<file path="src/rtl/ahb_sram_ws.sv">
// AHB-Lite tightly coupled SRAM slave: configurable read/write wait states,
// byte-lane writes, two-cycle ERROR responses and read-after-write forwarding.
module ahb_sram_ws #(
  parameter int HADDR_WIDTH = 32,
  parameter int DATA_WIDTH  = 32,
  parameter int MEM_DEPTH   = 64,
  parameter int RD_WAIT     = 0,
  parameter int WR_WAIT     = 0,
  parameter int USE_HWSTRB  = 0
) (
  input  logic                    hclk,
  input  logic                    hreset,
  input  logic                    hsel,
  input  logic [HADDR_WIDTH-1:0]  haddr,
  input  logic [1:0]              htrans,
  input  logic                    hwrite,
  input  logic [2:0]              hsize,
  input  logic [2:0]              hburst,
  input  logic [DATA_WIDTH-1:0]   hwdata,
  input  logic [DATA_WIDTH/8-1:0] hwstrb,
  input  logic                    hready,
  output logic [DATA_WIDTH-1:0]   hrdata,
  output logic                    hreadyout,
  output logic                    hresp
);
  localparam int NB    = DATA_WIDTH / 8;
  localparam int LSB   = $clog2(NB);
  localparam int IW    = $clog2(MEM_DEPTH);
  localparam int LSB_W = (LSB > 0) ? LSB : 1;
  localparam logic [2:0] MAX_SIZE = 3'(LSB);
  localparam logic [3:0] RD_LOAD  = (RD_WAIT > 0) ? 4'(RD_WAIT - 1) : '0;
  localparam logic [3:0] WR_LOAD  = (WR_WAIT > 0) ? 4'(WR_WAIT - 1) : '0;

  typedef enum logic [1:0] {ST_IDLE, ST_WAIT, ST_ERR1, ST_ERR2} state_t;

  state_t state, state_nxt;
  logic [3:0] cnt, cnt_nxt;

  logic [DATA_WIDTH-1:0] mem [MEM_DEPTH];

  logic                  dp_valid;
  logic                  dp_write;
  logic [IW-1:0]         dp_idx;
  logic [NB-1:0]         dp_mask;
  logic [DATA_WIDTH-1:0] rd_word;
  logic [DATA_WIDTH-1:0] hrdata_q;

  logic                  accept;
  logic                  xfer_err;
  logic                  wr_commit;
  logic [IW-1:0]         acc_idx;
  logic [LSB_W-1:0]      byte_off;
  logic [NB-1:0]         lane_mask;
  logic [DATA_WIDTH-1:0] fwd_word;
  logic                  unused_bus;

  assign unused_bus = ^{hburst, htrans[0]};

  assign acc_idx  = haddr[LSB+IW-1:LSB];
  assign byte_off = (LSB > 0) ? haddr[LSB_W-1:0] : '0;
  assign accept   = hsel & hready & htrans[1] & (state == ST_IDLE);
  // A write's data phase always ends in ST_IDLE (straight after accept or after WAIT).
  assign wr_commit = dp_valid & dp_write & (state == ST_IDLE) & ~hreset;

  assign xfer_err = ((haddr >> (LSB + IW)) != '0)
                  || (hsize > MAX_SIZE)
                  || ((haddr[7:0] & ((8'd1 << hsize) - 8'd1)) != 8'd0);

  always_comb begin
    lane_mask = '0;
    for (int unsigned i = 0; i < NB; i++)
      lane_mask[i] = (i >= 32'(byte_off)) && (i < 32'(byte_off) + (32'd1 << hsize));
    if (USE_HWSTRB != 0)
      lane_mask = lane_mask & hwstrb;
  end

  // Read data seen at accept, merged with any write committing on the same edge.
  always_comb begin
    fwd_word = mem[acc_idx];
    if (wr_commit && (dp_idx == acc_idx))
      for (int unsigned b = 0; b < NB; b++)
        if (dp_mask[b])
          fwd_word[8*b +: 8] = hwdata[8*b +: 8];
  end

  always_ff @(posedge hclk) begin
    if (hreset) begin
      state <= ST_IDLE;
      cnt   <= '0;
    end else begin
      state <= state_nxt;
      cnt   <= cnt_nxt;
    end
  end

  always_comb begin
    state_nxt = state;
    cnt_nxt   = cnt;
    case (state)
      ST_IDLE: begin
        if (accept) begin
          if (xfer_err) begin
            state_nxt = ST_ERR1;
          end else if (hwrite && (WR_WAIT > 0)) begin
            state_nxt = ST_WAIT;
            cnt_nxt   = WR_LOAD;
          end else if (!hwrite && (RD_WAIT > 0)) begin
            state_nxt = ST_WAIT;
            cnt_nxt   = RD_LOAD;
          end
        end
      end
      ST_WAIT: begin
        if (cnt == '0) state_nxt = ST_IDLE;
        else           cnt_nxt   = cnt - 4'd1;
      end
      ST_ERR1: state_nxt = ST_ERR2;
      ST_ERR2: state_nxt = ST_IDLE;
      default: state_nxt = ST_IDLE;
    endcase
  end

  always_ff @(posedge hclk) begin
    if (hreset) begin
      dp_valid <= 1'b0;
      dp_write <= 1'b0;
      dp_idx   <= '0;
      dp_mask  <= '0;
      rd_word  <= '0;
      hrdata_q <= '0;
    end else begin
      if (accept) begin
        dp_valid <= ~xfer_err;
        dp_write <= hwrite;
        dp_idx   <= acc_idx;
        dp_mask  <= lane_mask;
        if (!hwrite && !xfer_err) begin
          rd_word <= fwd_word;
          if (RD_WAIT == 0) hrdata_q <= fwd_word;
        end
      end else if (state == ST_IDLE) begin
        dp_valid <= 1'b0;
      end
      // hrdata keeps the previous read until this read's final cycle.
      if ((state == ST_WAIT) && (cnt == '0) && !dp_write)
        hrdata_q <= rd_word;
    end
  end

  always_ff @(posedge hclk) begin
    if (wr_commit)
      for (int unsigned b = 0; b < NB; b++)
        if (dp_mask[b])
          mem[dp_idx][8*b +: 8] <= hwdata[8*b +: 8];
  end

  assign hrdata    = hrdata_q;
  assign hreadyout = (state == ST_IDLE) || (state == ST_ERR2);
  assign hresp     = (state == ST_ERR1) || (state == ST_ERR2);

endmodule

</file>
<file path="config.mk">
export PLATFORM = sky130hd
export DESIGN_NAME = ahb_sram_ws
export DESIGN_NICKNAME = d
export VERILOG_FILES = /design/src/rtl/ahb_sram_ws.sv
export SDC_FILE = /design/constraint.sdc
export NUM_CORES = 2
export LEC_CHECK = 0
export CORE_ASPECT_RATIO = 0.5
export CORE_MARGIN = 5
export CORE_UTILIZATION = 50
export CTS_CLUSTER_DIAMETER = 200
export CTS_CLUSTER_SIZE = 10
export DETAILED_ROUTE_END_ITERATION = 7
export PLACE_DENSITY_LB_ADDON = 0.1
export SLEW_MARGIN = 25
export SYNTH_ARGS = -nofsm -noshare
export SYNTH_HDL_FRONTEND = slang
export SYNTH_SLANG_ARGS = --single-unit
</file>
<file path="constraint.sdc">
create_clock -name hclk -period 3.33 [get_ports hclk]
set_clock_uncertainty 0.2 [all_clocks]
set_input_delay 0.666 -clock hclk [delete_from_list [all_inputs] [get_ports hclk]]
set_output_delay 0.666 -clock hclk [all_outputs]
set_load 0.05 [all_outputs]
</file>
==> reports/metrics.csv <==
metric;value;unit
outcome;complete, but fails checks;
failing checks;DRC, setup timing;
htree depth;4;
Worst Hold Depth;1;
root buf cell;clkbuf_16;
area delta synth->final;17.88;%
Worst-Skew Late Latency;870;ps
Post-synth EDFFs;2048;
cell depth of the worst flop-to-flop path;9;
RSZ-0062 raised after global routing;false;
R2R setup slack;200;ps
area leader, netlist;edfxtp_1;
Critical R2R Capture;rd_word[7];
Ys Warns;0;
die area;0.1778;sq mm
clk sinks;2130;
layout cell share with drive strength beyond 1;0.3008;
worst vdd ir;0.4280;mV
Slew HR;0.2466;
Core Area;0.1675;sq mm
synthesized instance count;4323;
Bufs on Longest Clock Path;4;
top post-synthesis cells by area;edfxtp_1 (73%), mux4_2 (12%), dfxtp_1 (1.9%), mux2i_1 (1.6%), nor2_1 (1.6%);
flops & latches, synth;2130;
period utilisation layout;1.009;
CP Capture Type;flip-flop;
final-report max-slew violation count;0;
number of port buffers;106;
DP Worst Slack;-853.5;ps
Post CTS Setup Buffer Count;0;
Max Freq;297.7;MHz
kind of start point of the critical path;input port;
most common cell after layout, fill and taps aside;edfxtp_1;
Min-Delay Startpoint;hwdata[23];
register area share after synthesis;0.7474;
most frequent cells in the layout;edfxtp_1 (2,048), buf_4 (726), mux4_2 (436), nor2_1 (354), nand2_1 (276);
Syn Nets;4413;
static leakage;32.85;nW
RD Place Congestion;1.020;
Setup Total Neg Slack;-28.79;ps
CP Class;in2reg;
chip width;591.3;um
Pre-Repair DR Iteration Count;8;
Min-Delay Path Class;in2reg;
largest net degree at the start of global routing;85;
initial detailed-routing violation count;6675;
CTS buffer count;238;
I/O pin count;115;
top cell type's share of synthesized area;0.7280;
Cell Rows;106;
via/cell ratio;6.313;
CP Data Required Time;3820;ps
Synth cell types;85;
FFs w/ async S/R, synth;0;
Total GRT Usage;0.2900;
Detail Route Antenna Nets;0;
Starting Density;0.5043;
crit path max fanout;11;
post-route DRC violation count;140;
setup ws final;-28.79;ps
initial antenna violation count;15;
DP HPWL;176.6;mm
first-pass GRT wire length;361.9;mm
Reg-to-Reg Start;mem[32][7];
CTS tree;yes;
CTS clk-pin slew, worst paths;60;ps
hold-critical path endpoint;mem[34][23];
PD cells;561.2;mW/mm^2
gr ovfl total;0;
vias in the first global route;46980;
Syn Std Cell Area;0.08448;sq mm
final wirelength;257.8;mm
drt wl/cell;34.15;um
die height;300.7;um
final setup fails;1;
via count;47650;
top_reg_cell synth;edfxtp_1;
Worst-Margin Slew;1127;ps
WP data arrival;3850;ps
max-cap viol count;0;
Tmin final;3359;ps
Synth Area per Inst;19.54;sq um
Final nets;5287;
Final Hold Viols;0;
routing by layer:
layer  share of wire  global-route usage
met1            0.41              0.4194
met2            0.44              0.4191
met3            0.12              0.1023
met4           0.031             0.08119
met5          0.0019             0.01786
cell families (layout without fill, tap and decap cells):
group / count (synthesis) / in the layout / synth area share
xor gates and xnor gates: 9 / 9 / 0.0009332
buffers and inverters: 302 / 1249 / 0.02447
adders and majority gates: 9 / 9 / 0.001422
AOI/OAI and AO/OA: 374 / 374 / 0.03136
and+or+nand+nor: 847 / 847 / 0.04337
muxes: 652 / 652 / 0.1510
DFF: 2130 / 2130 / 0.7474
other: 0 / 10 / 0
registers in the layout, indices dropped and copies added (netlist names):
register,cells
mem,2048
dp_write,1
cnt,4
state,2
rd_word,32
dp_idx,6
dp_valid,1
dp_mask,4
hrdata,32
worst max path at each step:
| stage | startpoint | to | depth (start not counted) |
|---|---|---|---|
| CTS | hsize[0] | hrdata[27] | 11 |
| detailed placement | hsize[0] | hrdata[17] | 11 |
| global placement | hsize[0] | hrdata[15] | 11 |
| floorplan | hsize[0] | hrdata[17] | 9 |
| finish | haddr[7] | hrdata[5] | 9 |
| global route | haddr[7] | hrdata[5] | 9 |
critical path, cell delays in order:
cell           delay [ps]
dlygate4sd3_1         560
buf_2                 240
inv_1                 590
nand2_1               450
buf_4                 330
nor3_1                380
nor3_1                120
a211oi_1              330
o32ai_1               150
cells in the mapped netlist (16+ instances only):
master / count
dfxtp_1: 82
nor2b_1: 19
buf_1: 30
a22oi_1: 23
mux2i_1: 135
o22ai_1: 30
inv_1: 30
nor4_1: 24
buf_4: 35
a21oi_1: 73
nor3_1: 44
buf_6: 35
mux4_2: 436
clkbuf_1: 63
nor2_1: 355
mux4_1: 45
edfxtp_1: 2048
o21ai_0: 45
nand3_1: 38
buf_2: 70
mux2_2: 36
a31oi_1: 21
buf_12: 16
a211oi_1: 47
o32ai_1: 22
nand2_1: 280
report_power, final:
group / internal, W / switching, W / total [W]
Clock: 0.0129 / 0.00975 / 0.0227
Combinational: 0.00143 / 0.00231 / 0.00374
Sequential: 0.0294 / 0.0000609 / 0.0294
per-stage QoR:
stage	total power (W)	hold slack (ps)	instance area, sq um	cells	util
floorplan	0.03173	232.1	84480	4323	-
global placement	0.03364	238.6	93180	7223	0.5563
detailed placement	0.03368	254.5	93180	7223	0.5563
CTS	0.05611	8.366	99540	7538	0.5943
global route	0.05753	14.56	99550	7538	0.5943
finish	0.05588	46.71	99580	7548	0.5945
area by class of cell:
| class | count | area, sq um |
|---|---|---|
| diodes | 10 | 25.02 |
| clock buffers | 310 | 6311 |
| clock inverters | 3 | 33.78 |
| fillers | 12210 | 67930 |
| inverters | 33 | 130.1 |
| multi-input cells | 1891 | 19320 |
| flip-flops and latches | 2130 | 63140 |
| well taps | 2268 | 2838 |
| repair buffers | 903 | 7781 |
timing repair:
| action | in CTS | in global routing |
|---|---|---|
| pin swaps | 0 | 0 |
| endpoints found under the setup margin | 2 | 15 |
| hold endpoints to repair | 2 | 0 |
| gates resized for setup | 2 | 3 |
| hold buffers | 2 | 0 |
(Power assumes the default switching activity.)
